**src/rtl/cpu_pkg.sv**
```systemverilog
// Shared fetch definitions: fetch FSM states, byte-index type and PC constants.
package cpu_pkg;

  localparam int BYTES_PER_INSTR  = 4;
  localparam int ROM_READ_LATENCY = 1;
  localparam logic [31:0] DEFAULT_RESET_PC = 32'h0000_0000;

  typedef enum logic [1:0] {
    FETCH,
    DRAIN,
    HOLD
  } fetch_state_e;

  typedef logic [$clog2(BYTES_PER_INSTR)-1:0] byte_idx_t;

  // Clears the two low bits of a PC so that it is word-aligned.
  function automatic logic [31:0] align_pc(input logic [31:0] pc);
    return {pc[31:2], 2'b00};
  endfunction

endpackage

```
**src/rtl/fetch_sequencer_if.sv**
```systemverilog
// ROM, redirect and decode-side signals of the fetch sequencer, grouped as one bus.
interface fetch_sequencer_if #(
  parameter int ADDR_WIDTH = 12
);

  logic [ADDR_WIDTH-1:0] rom_addr;
  logic [7:0]            rom_data;
  logic                  redirect_valid;
  logic [31:0]           redirect_pc;
  logic                  instr_valid;
  logic                  instr_ready;
  logic [31:0]           instr;
  logic [31:0]           instr_pc;
  logic                  misalign_err;

  modport master (
    output rom_addr,
    input  rom_data,
    input  redirect_valid,
    input  redirect_pc,
    output instr_valid,
    input  instr_ready,
    output instr,
    output instr_pc,
    output misalign_err
  );

  modport slave (
    input  rom_addr,
    output rom_data,
    output redirect_valid,
    output redirect_pc,
    input  instr_valid,
    output instr_ready,
    input  instr,
    input  instr_pc,
    input  misalign_err
  );

endinterface

```
**src/rtl/instr_byte_assembler.sv**
```systemverilog
// Tracks which byte each issued ROM read belongs to and writes the returning
// byte into a 32-bit little-endian instruction register one cycle later.
module instr_byte_assembler
  import cpu_pkg::*;
(
  input  logic        clk,
  input  logic        rst_n,
  input  logic        issue,
  input  byte_idx_t   issue_idx,
  input  logic        flush,
  input  logic [7:0]  rom_data,
  output logic [31:0] instr
);

  logic        cap_valid_q, cap_valid_d;
  byte_idx_t   cap_idx_q, cap_idx_d;
  logic [31:0] instr_q, instr_d;

  // NOTE: every always_comb output gets a default first so no latch is inferred.
  always_comb begin
    cap_valid_d = issue & ~flush;
    cap_idx_d   = issue_idx;
    instr_d     = instr_q;
    // A flush drops both the byte landing now and the read still in flight.
    if (cap_valid_q && !flush) begin
      instr_d[{cap_idx_q, 3'b000} +: 8] = rom_data;
    end
  end

  // NOTE: state registers use non-blocking assignments only.
  always_ff @(posedge clk) begin
    if (!rst_n) begin
      cap_valid_q <= 1'b0;
      cap_idx_q   <= '0;
      instr_q     <= '0;
    end else begin
      cap_valid_q <= cap_valid_d;
      cap_idx_q   <= cap_idx_d;
      instr_q     <= instr_d;
    end
  end

  assign instr = instr_q;

endmodule

```
**src/rtl/fetch_sequencer.sv**
```systemverilog
// Instruction fetch: four byte reads per instruction from a synchronous ROM,
// little-endian assembly, valid/ready hand-off to decode and PC redirects.
module fetch_sequencer
  import cpu_pkg::*;
#(
  parameter int          ADDR_WIDTH = 12,
  parameter logic [31:0] RESET_PC   = DEFAULT_RESET_PC
) (
  input  logic              clk,
  input  logic              rst_n,
  fetch_sequencer_if.master bus
);

  fetch_state_e state_q, state_d;
  logic [31:0]  pc_q, pc_d;
  byte_idx_t    byte_cnt_q, byte_cnt_d;
  logic         instr_valid_q, instr_valid_d;
  logic [31:0]  instr_pc_q, instr_pc_d;
  logic         misalign_q, misalign_d;
  logic         issue;

  always_comb begin
    state_d       = state_q;
    pc_d          = pc_q;
    byte_cnt_d    = byte_cnt_q;
    instr_valid_d = instr_valid_q;
    instr_pc_d    = instr_pc_q;
    issue         = 1'b0;

    unique case (state_q)
      FETCH: begin
        issue      = 1'b1;
        byte_cnt_d = byte_cnt_q + 1'b1;
        if (byte_cnt_q == byte_idx_t'(BYTES_PER_INSTR - 1)) begin
          state_d = DRAIN;
        end
      end
      DRAIN: begin
        state_d       = HOLD;
        instr_valid_d = 1'b1;
        instr_pc_d    = pc_q;
      end
      HOLD: begin
        if (instr_valid_q && bus.instr_ready) begin
          state_d       = FETCH;
          pc_d          = pc_q + 32'd4;
          byte_cnt_d    = '0;
          instr_valid_d = 1'b0;
        end
      end
      default: state_d = FETCH;
    endcase

    // Redirect overrides everything, including a handshake on the same edge.
    if (bus.redirect_valid) begin
      state_d       = FETCH;
      pc_d          = align_pc(bus.redirect_pc);
      byte_cnt_d    = '0;
      instr_valid_d = 1'b0;
    end

    misalign_d = bus.redirect_valid && (bus.redirect_pc[1:0] != 2'b00);
  end

  always_ff @(posedge clk) begin
    if (!rst_n) begin
      state_q       <= FETCH;
      pc_q          <= RESET_PC;
      byte_cnt_q    <= '0;
      instr_valid_q <= 1'b0;
      instr_pc_q    <= '0;
      misalign_q    <= 1'b0;
    end else begin
      state_q       <= state_d;
      pc_q          <= pc_d;
      byte_cnt_q    <= byte_cnt_d;
      instr_valid_q <= instr_valid_d;
      instr_pc_q    <= instr_pc_d;
      misalign_q    <= misalign_d;
    end
  end

  instr_byte_assembler u_assembler (
    .clk       (clk),
    .rst_n     (rst_n),
    .issue     (issue),
    .issue_idx (byte_cnt_q),
    .flush     (bus.redirect_valid),
    .rom_data  (bus.rom_data),
    .instr     (bus.instr)
  );

  // byte_cnt is zero outside FETCH, so DRAIN and HOLD present pc itself.
  assign bus.rom_addr     = pc_q[ADDR_WIDTH-1:0] + ADDR_WIDTH'(byte_cnt_q);
  assign bus.instr_valid  = instr_valid_q;
  assign bus.instr_pc     = instr_pc_q;
  assign bus.misalign_err = misalign_q;

endmodule

```
**src/flat_wrapper.sv**
```systemverilog
// flat-port wrapper written by rule: the top's interface ports become plain ports
module fetch_sequencer_flat import cpu_pkg::*;
#(
  parameter int          ADDR_WIDTH = 12,
  parameter logic [31:0] RESET_PC   = DEFAULT_RESET_PC
)
  (clk, rst_n, bus_rom_addr, bus_rom_data, bus_redirect_valid, bus_redirect_pc, bus_instr_valid, bus_instr_ready, bus_instr, bus_instr_pc, bus_misalign_err);
  fetch_sequencer_if #(.ADDR_WIDTH(ADDR_WIDTH)) bus_i ();
  input  logic clk;
  input  logic rst_n;
  output wire logic [$bits(bus_i.rom_addr)-1:0] bus_rom_addr;
  input wire logic [$bits(bus_i.rom_data)-1:0] bus_rom_data;
  input wire logic [$bits(bus_i.redirect_valid)-1:0] bus_redirect_valid;
  input wire logic [$bits(bus_i.redirect_pc)-1:0] bus_redirect_pc;
  output wire logic [$bits(bus_i.instr_valid)-1:0] bus_instr_valid;
  input wire logic [$bits(bus_i.instr_ready)-1:0] bus_instr_ready;
  output wire logic [$bits(bus_i.instr)-1:0] bus_instr;
  output wire logic [$bits(bus_i.instr_pc)-1:0] bus_instr_pc;
  output wire logic [$bits(bus_i.misalign_err)-1:0] bus_misalign_err;
  assign bus_rom_addr = bus_i.rom_addr;
  assign bus_i.rom_data = bus_rom_data;
  assign bus_i.redirect_valid = bus_redirect_valid;
  assign bus_i.redirect_pc = bus_redirect_pc;
  assign bus_instr_valid = bus_i.instr_valid;
  assign bus_i.instr_ready = bus_instr_ready;
  assign bus_instr = bus_i.instr;
  assign bus_instr_pc = bus_i.instr_pc;
  assign bus_misalign_err = bus_i.misalign_err;
  fetch_sequencer #(.ADDR_WIDTH(ADDR_WIDTH), .RESET_PC(RESET_PC)) u_core (.clk(clk), .rst_n(rst_n), .bus(bus_i));
endmodule
```
**config.mk**
```make
export PLATFORM = sky130hd
export DESIGN_NAME = fetch_sequencer_flat
export DESIGN_NICKNAME = d
export VERILOG_FILES = /design/src/rtl/cpu_pkg.sv /design/src/rtl/fetch_sequencer_if.sv /design/src/rtl/instr_byte_assembler.sv /design/src/rtl/fetch_sequencer.sv /design/src/flat_wrapper.sv
export SDC_FILE = /design/constraint.sdc
export NUM_CORES = 1
export LEC_CHECK = 0
export BUFFER_PORTS_ARGS = -buffer_cell sky130_fd_sc_hd__buf_2
export CAP_MARGIN = 0
export CORE_ASPECT_RATIO = 0.5
export CORE_MARGIN = 2
export CORE_UTILIZATION = 45
export CTS_CLUSTER_DIAMETER = 50
export DETAILED_ROUTE_END_ITERATION = 8
export HOLD_SLACK_MARGIN = 0.05
export PLACE_DENSITY = 0.73
export SLEW_MARGIN = 5
export SYNTH_ARGS = -nofsm -noshare
export SYNTH_HDL_FRONTEND = slang
export SYNTH_SLANG_ARGS = --single-unit
export TNS_END_PERCENT = 10
```
**constraint.sdc**
```tcl
create_clock -name clk -period 2.6 [get_ports clk]
set_input_delay 0.26 -clock clk [delete_from_list [all_inputs] [get_ports clk]]
set_output_delay 0.26 -clock clk [all_outputs]
set_load 0.02 [all_outputs]
```
[Word-level counts from Yosys, hierarchy flattened]
Cells that the tools add are included.
Word-level totals
  register bits: 105
  input port bits: 44
  output and inout bits: 78
  word-level logic and storage cells: 51
Cells by class
  add/sub/neg operators: 4
  eq/ne operators: 5
  shifts and indexed selects: 2
  muxes and demuxes: 11
  bitwise operators: 3
  reductions and logical operators: 16
Operators with widths (count)
  2-to-1 mux 32 bit: 3
  adder 32 x 3 -> 32 bit (second input constant): 1
  bitwise mux 32 bit: 1
  variable shift 8 x 7 -> 32 bit (first input constant): 1
  variable part select 8 x 7 -> 32 bit: 1
  adder 12 x 2 -> 12 bit: 1
  AND reduction 2 bit: 5
  nonzero test 2 bit: 5
  negator 5 -> 7 bit: 1
  one-hot mux 2 bit (3 select lines): 1
  equality test 2 bit (second input constant): 2
  2-to-1 mux 2 bit: 2
  != test 2 x 1 -> 1 bit (second input constant): 2
  one-hot mux 2 bit (2 select lines): 1
  logical AND 1 bit: 3
  adder 2 x 1 -> 2 bit (second input constant): 1
  equality test 2 x 1 -> 1 bit (second input constant): 1
  zero test 2 bit: 1
  2-to-1 mux 1 bit: 2
  inverter 1 bit: 2
  one-hot mux 1 bit (2 select lines): 1
  OR reduction 2 bit: 1
  AND 1 bit: 1
  zero test 1 bit: 1

[Longest topological paths before layout]
Gate-level depths: netlist of the first run.
  word-level depth: 4
  gate-level depth with buffers: 7
  depth with buffers taken out: 6

[Hierarchy]
Synthesis of the first run repeated with hierarchy kept, for this count alone.
Second synthesis, totals
  cell total of the unflattened synthesis: 520
  area total of the unflattened synthesis: 4536.9 um^2
By module, submodules not included
  fetch_sequencer: instances 1, cells an instance 375, area an instance 3151.8 um^2, seq. area each 1321.3 um^2
  instr_byte_assembler: instances 1, cells an instance 145, area an instance 1385.1 um^2, seq. area each 700.7 um^2

[Worst setup path after synthesis of the first run]
No wires, ideal clock.
  path kind: flip-flop to flip-flop
  start point: register u_core.instr_valid_q (netlist: u_core.bus.instr_valid)
  end point: register u_core.pc_q[30]
  library setup time: 0.074 ns
  arrival: 1.709 ns
  required time: 2.526 ns
  slack: 0.817 ns
  cell stages (with the launch flop): 6
  buffers on the path: 0
  period minus slack after synthesis: 1.783 ns
  path through: dfxtp_1 -> nand4b_2 -> nor4_4 -> nand3_2 -> or3_1 -> a31oi_1
On the way
  word-level cells in the longest chain between the ends: 3
Ends and longest elaborated chain
  start: declaration: line fetch_sequencer.sv:17  | logic instr_valid_q, instr_valid_d;
  start signal: assignment: line fetch_sequencer.sv:77  | instr_valid_q <= instr_valid_d;
  logical AND 1 bit: line fetch_sequencer.sv:44  | if (instr_valid_q && bus.instr_ready) begin
  nonzero test 2 bit (no source line)
  AND reduction 2 bit (no source line)
  end signal: assignment: line fetch_sequencer.sv:75  | pc_q <= pc_d;
  end: declaration: line fetch_sequencer.sv:15  | logic [31:0] pc_q, pc_d;
Every way passes these cells.
A chain may end at the register's enable or synchronous reset.

[Worst setup path in the final report of the first run]
  start point: register u_core.pc_q[2]
  end point: register u_core.pc_q[30]
On the way
  word-level cells in the longest chain between the ends: 4
Ends and longest elaborated chain
  adder 32 x 3 -> 32 bit: line fetch_sequencer.sv:46  | pc_d = pc_q + 32'd4;
  2-to-1 mux 32 bit: line fetch_sequencer.sv:44
  2-to-1 mux 32 bit: line fetch_sequencer.sv:30  | unique case (state_q)
  2-to-1 mux 32 bit: line fetch_sequencer.sv:55  | if (bus.redirect_valid) begin
Every way passes these cells. The select of a mux whose other input is x is not followed.

==> impl_metrics.ini, run 1 <==
[status]
outcome = finished clean

[cts]
clock-root-buffer = clkbuf_16
clock-sinks = 101
clock_latency_ps = 350
hold_buffers = 0
cts_resized = 0
tritoncts = done
path_clk_slew_ps = 70
htree_levels = 3
numCtsBuffers = 9
ctsLongestPathBuffers = 2
postCtsSetupRepairBufs = 0

[logic_synthesis]
synth_cell_type_count = 35
ys_seq_area_share_pct = 46.9
synthesis.area_um2 = 4310
synth_edf_count = 0
yosys_warnings = 0
synth_seq_cells = 101
syn_inst = 479
async_reset_ff_share_pct = 0
synth_ff_type = dfxtp_1
syn-mean-instance-area_um2 = 9.01

[power]
p_leak_nw = 2.21
power_frac_seq_pct = 51.4
cellPowerDensity_nw_per_um2 = 603
p_int_mw = 2.43
switchingPower_mw = 0.757
ir_drop_uv = 280
combPwrFrac_pct = 6.8
power_frac_clock_pct = 41.8
sw_frac_of_total_pct = 23.8
power.total_mw = 3.19

[detailed_routing]
via_count = 3708
routed_via_density = 5.21
drc = 0
ant_nets = 0
wirelength_um = 10300
wire_per_inst_um = 14.5
first_pass_iters = 4
drt_iter0_markers = 222

[sta]
clock.fmax_mhz = 501
tightest_slew_ps = 529
finalHoldViolations = 0
relSlewSlack_pct = 64.5
fin_crit_sh_pct = 76.8
post-route-min-period_ps = 2000
finalWorstSetupSlack_ps = 604
rsz0062_at_grt = no
drv_slew = 0
setup-violations-final = 0
setup_tns_ps = 0
final.setup_skew_ps = 4.88

[cells_and_area]
nets = 637
final_area_um2 = 5280
multi_input_area_um2 = 2090
area_growth_pct = 22.5
seq_area_um2 = 2020
drive_above_1_share_pct = 26.9
final_cell_mix = buf_2, dfxtp_1, nand2_1
antennaDiodeCount = 0
final_common_cell = buf_2
fill_cells = 873

[placed_design]
post-place-ws_ps = 619
postPlaceCellArea_um2 = 4980
dp_hpwl_um = 7590
port_buffers = 119
gp_congestion = 0.827

[global_route]
antenna_found_initial = 0
grt_pass1_wl_um = 16600
grt.overflow.total = 0
grt_pass1_vias = 3261
grt_usage_pct = 20.5
grt_max_degree = 43

[floorplanning]
coreArea_um2 = 9380
die-area_um2 = 10400
initial_utilization_pct = 46.0
die_height_um = 73.2
die_x_um = 142
rows = 25
io_pins = 122

[worst_setup_path]
crit_type = flop to flop
worst_setup_path_end_kind = flop
path_max_fanout = 9
cp.arrival_ps = 2270
max_stage_delay_ps = 550
crit_buf_inv = 0
crit_family = simple AND/OR/NAND/NOR gates
worstPathRequired_ps = 2880
crit_chain = ha_1 > nand2_1 > nor4_4 > nand3_2 > or3_1 > a31oi_1
crit_slowest_cell = nor4_4
startpoint_type = flop

[flow_run]
maxCapViolations = 0

[min_path]
holdCritPathClass = input pin to flop
-- layout make-up --
class | count | share of cell area, %
clock buffers | 9 | 4.26
clock inverters | 7 | 1.44
inverters | 5 | 0.355
multi-input cells | 336 | 39.5
flip-flops and latches | 101 | 38.3
well taps | 121 | 2.87
repair buffers | 133 | 13.3
-- power groups by stage --
stage,sequential [mW],combinational (mW),clock [mW]
after global routing,1.64,0.240,1.43
after detailed placement,1.67,0.217,0
after floorplan,1.66,0.143,0
after CTS,1.64,0.219,1.38
after global placement,1.67,0.216,0
final,1.64,0.217,1.33
-- stage by stage --
| step | hold WS, ps | util, % | cells |
|---|---|---|---|
| finish | 139 | 56.3 | 712 |
| global route | 137 | 56.3 | 712 |
| CTS | 127 | 56.3 | 712 |
| detailed placement | 455 | 53.1 | 696 |
| global placement | 451 | 53.1 | 696 |
| floorplan | 398 | - | 480 |
-- layer usage --
layer	track usage (%)	vias to the layer above	share of wire (%)
li1	-	1866	-
met1	27.7	1742	49
met2	32.4	94	45
met3	6.17	6	5.0
met4	5.28	0	0.79
met5	0	-	0
-- flip-flops by register name, indices dropped and copies added, names as in the netlist --
register,cells
u_core.byte_cnt_q,2
u_core.bus.instr_pc,30
u_core.u_assembler.cap_valid_q,1
u_core.u_assembler.instr,32
u_core.bus.instr_valid,1
u_core.pc_q,30
u_core.u_assembler.cap_idx_q,2
u_core.state_q,2
u_core.bus.misalign_err,1
-- cell families after synthesis --
kind of cell / Yosys count / synth area share (%)
and+or+nand+nor: 177 / 21.9
AOI/OAI and AO/OA: 123 / 18.8
DFF: 101 / 46.9
buffers and inverters: 43 / 4.84
xor gates and xnor gates: 26 / 5.28
adders and majority gates: 7 / 2.03
other: 1 / 0.0869
muxes: 1 / 0.232
-- cells in the mapped netlist, types with 6 or more instances --
| cell type | number | area share [%] |
|---|---|---|
| and3_1 | 7 | 1.0 |
| a22oi_1 | 32 | 5.6 |
| a21oi_1 | 23 | 2.7 |
| ha_1 | 7 | 2.0 |
| clkbuf_1 | 24 | 2.1 |
| nor2_1 | 6 | 0.52 |
| buf_4 | 12 | 2.1 |
| o211a_1 | 6 | 1.4 |
| xor2_1 | 15 | 3.0 |
| a21boi_0 | 30 | 5.2 |
| xnor2_1 | 11 | 2.2 |
| nand4_1 | 8 | 1.2 |
| and2_1 | 6 | 0.87 |
| nand2_1 | 77 | 6.7 |
| nor2b_1 | 34 | 4.9 |
| o21ai_0 | 28 | 3.2 |
| nand3_1 | 13 | 1.5 |
| dfxtp_1 | 101 | 47 |
-- worst paths after layout --
check / start / end / slack, ps / cells past startpoint
worst min-delay path: bus_redirect_pc[0] / u_core.bus.misalign_err / 140 / 2
worst max register to register: u_core.pc_q[2] / u_core.pc_q[30] / 600 / 6
worst max-delay path: u_core.pc_q[2] / u_core.pc_q[30] / 600 / 6
worst min register to register: u_core.bus.instr_pc[18] / u_core.bus.instr_pc[18] / 460 / 2
Power figures use the tool's default switching activity.
==> run 2: changes to the inputs <==
Settings changed: ABC_AREA set to 1, PLACE_DENSITY 0.73 to 0.72.
Clock period 2.6 ns to 1.9 ns, I/O delays scaled along.
==> impl_metrics.ini, run 2 <==
[cells_and_area]
final_cells = 901
final_cell_mix = buf_2, nand2_1, dfxtp_1
final_common_cell = buf_2
drive_above_1_share_pct = 22.6
antennaDiodeCount = 0
area_growth_pct = 21.5
utilization_pct = 55.9
largest_reg_flops = 32
final_area_um2 = 5680
nets = 807

[detailed_routing]
wire_per_inst_um = 14.2
first_pass_iters = 5
wirelength_um = 12800
drt_iter0_markers = 329
via_count = 4642
ant_nets = 0
drc = 0
routed_via_density = 5.15

[logic_synthesis]
synth_seq_cells = 101
synthesis.area_um2 = 4670
yosys_warnings = 0
yosys-top-cells-area = dfxtp_1, nand2_1, nor2_1, a21oi_1, o21ai_0
async_reset_ff_share_pct = 0
synth.most_common_cell = nand2_1
synth_ff_type = dfxtp_1
synth_edf_count = 0
syn_inst = 646
syn-mean-instance-area_um2 = 7.23
ys_seq_area_share_pct = 43.3
yosysTopAreaCell = dfxtp_1
yosys-top-cells-count = nand2_1, dfxtp_1, nor2_1
synth_top_area_share_pct = 43.3
synth_cell_type_count = 34

[cts]
path_clk_slew_ps = 70
numCtsBuffers = 9
ctsLongestPathBuffers = 2
clock-root-buffer = clkbuf_16
clock-sinks = 101
hold_buffers = 0
htree_levels = 3
clock_latency_ps = 350
tritoncts = done

[global_route]
grt_pass1_wl_um = 21300
grt_pass1_vias = 4361
antenna_found_initial = 0
grt.overflow.total = 0
grt_max_degree = 55
grt_usage_pct = 23.2

[worst_setup_path]
crit_family = simple AND/OR/NAND/NOR gates
path_max_fanout = 5
crit_chain = ha_1 > nand2_1 > nor2_4 > nand2_2 > nor2_4 > buf_4 > a21oi_1 > o21ai_0 > a21oi_1
worstPathRequired_ps = 2110
crit_slowest_cell = dfxtp_1
max_stage_delay_ps = 390
worst_setup_path_end_kind = flop
crit_type = flop to flop
cp.arrival_ps = 1900
crit_buf_inv = 1
startpoint_type = flop

[floorplanning]
initial_utilization_pct = 46.0
coreArea_um2 = 10100
die-area_um2 = 11300
rows = 26
die_x_um = 148
io_pins = 122
die_height_um = 76.0

[min_path]
holdCritPathClass = input pin to flop

[sta]
setup-violations-final = 0
fin_crit_sh_pct = 88.7
finalWorstSetupSlack_ps = 215
finalHoldViolations = 0
relSlewSlack_pct = 60.2
final.setup_skew_ps = 5.24
setup_tns_ps = 0
drv_slew = 0
tightest_slew_ps = 597
post-route-min-period_ps = 1690
clock.fmax_mhz = 593
rsz0062_at_grt = no
hold_slack_ps = 84.9

[placed_design]
dp.cells = 884
post-place-ws_ps = 250
port_buffers = 119
gp_congestion = 0.869
postPlaceCellArea_um2 = 5390
dp_hpwl_um = 9160

[power]
power_frac_seq_pct = 51.7
sw_frac_of_total_pct = 26.0
combPwrFrac_pct = 8.3
p_leak_nw = 2.53
p_int_mw = 3.19
power.total_mw = 4.32
ir_drop_uv = 414
switchingPower_mw = 1.12
cellPowerDensity_nw_per_um2 = 761
power_frac_clock_pct = 40.0

[flow_run]
maxCapViolations = 0

[status]
outcome = finished clean
==> run 2: cell count changes after synthesis, moves of 11 or more <==
| cell | before | now |
|---|---|---|
| nor2_1 | 6 | 92 |
| inv_1 | 5 | 53 |
| a21oi_1 | 23 | 63 |
| nand2_1 | 77 | 113 |
| nor2b_1 | 34 | 0 |
| a21boi_0 | 30 | 0 |
| nand3_1 | 13 | 34 |
| o21ai_0 | 28 | 44 |
| a22oi_1 | 32 | 21 |
| a31oi_1 | 3 | 14 |
==> run 2: power by group through the flow <==
| stage | Combinational (mW) | Sequential [mW] | Clock (mW) |
|---|---|---|---|
| after floorplan | 0.220 | 2.28 | 0 |
| after global placement | 0.351 | 2.28 | 0 |
| after detailed placement | 0.355 | 2.28 | 0 |
| after CTS | 0.357 | 2.23 | 1.76 |
| after global routing | 0.398 | 2.24 | 1.85 |
| final | 0.358 | 2.23 | 1.73 |
==> run 2: path summary, 6_finish.rpt <==
path / cells past startpoint / to / from / slack [ps]
setup / recovery: 9 / u_core.pc_q[12] / u_core.pc_q[3] / 210
hold / removal: 3 / u_core.pc_q[25] / bus_redirect_pc[25] / 80
setup reg to reg: 9 / u_core.pc_q[12] / u_core.pc_q[3] / 210
hold reg to reg: 2 / u_core.u_assembler.instr[20] / u_core.u_assembler.instr[20] / 450
==> run 2: final cells by class <==
cell class              count  area, µm²
fillers                  1014       4470
multi-input cells         448       2230
flip-flops and latches    101       2020
repair buffers            136        748
inverters                  60        228
clock buffers               9        225
well taps                 140        175
clock inverters             7       51.3
==> run 2: cells by family after synthesis <==
| family | count (synthesis) | synth area share (%) |
|---|---|---|
| adder cells (fa/ha/maj) | 7 | 1.88 |
| AND/OR/NAND/NOR | 276 | 25.3 |
| other | 1 | 0.0803 |
| AO/OA/AOI/OAI | 157 | 19.1 |
| XOR/XNOR | 6 | 1.13 |
| flip-flops | 101 | 43.3 |
| buffers and inverters | 98 | 9.30 |
==> run 2: tightest hold or removal path, stage by stage <==
cell	delay, ps
buf_2	90
nand3_1	70
nand2_1	60
==> run 2: metal layers <==
metal | vias to the layer above | part of all wire, % | track usage (%)
met1 | 2128 | 48 | 31.3
met2 | 141 | 46 | 38.5
met5 | - | 0 | 0
li1 | 2359 | - | -
met3 | 14 | 5.7 | 5.39
met4 | 0 | 1.0 | 4.38
==> run 2: what timing repair did <==
action	in CTS	in global routing
gates resized for setup	0	1
endpoints found under the setup margin	0	1
buffers inserted	0	1
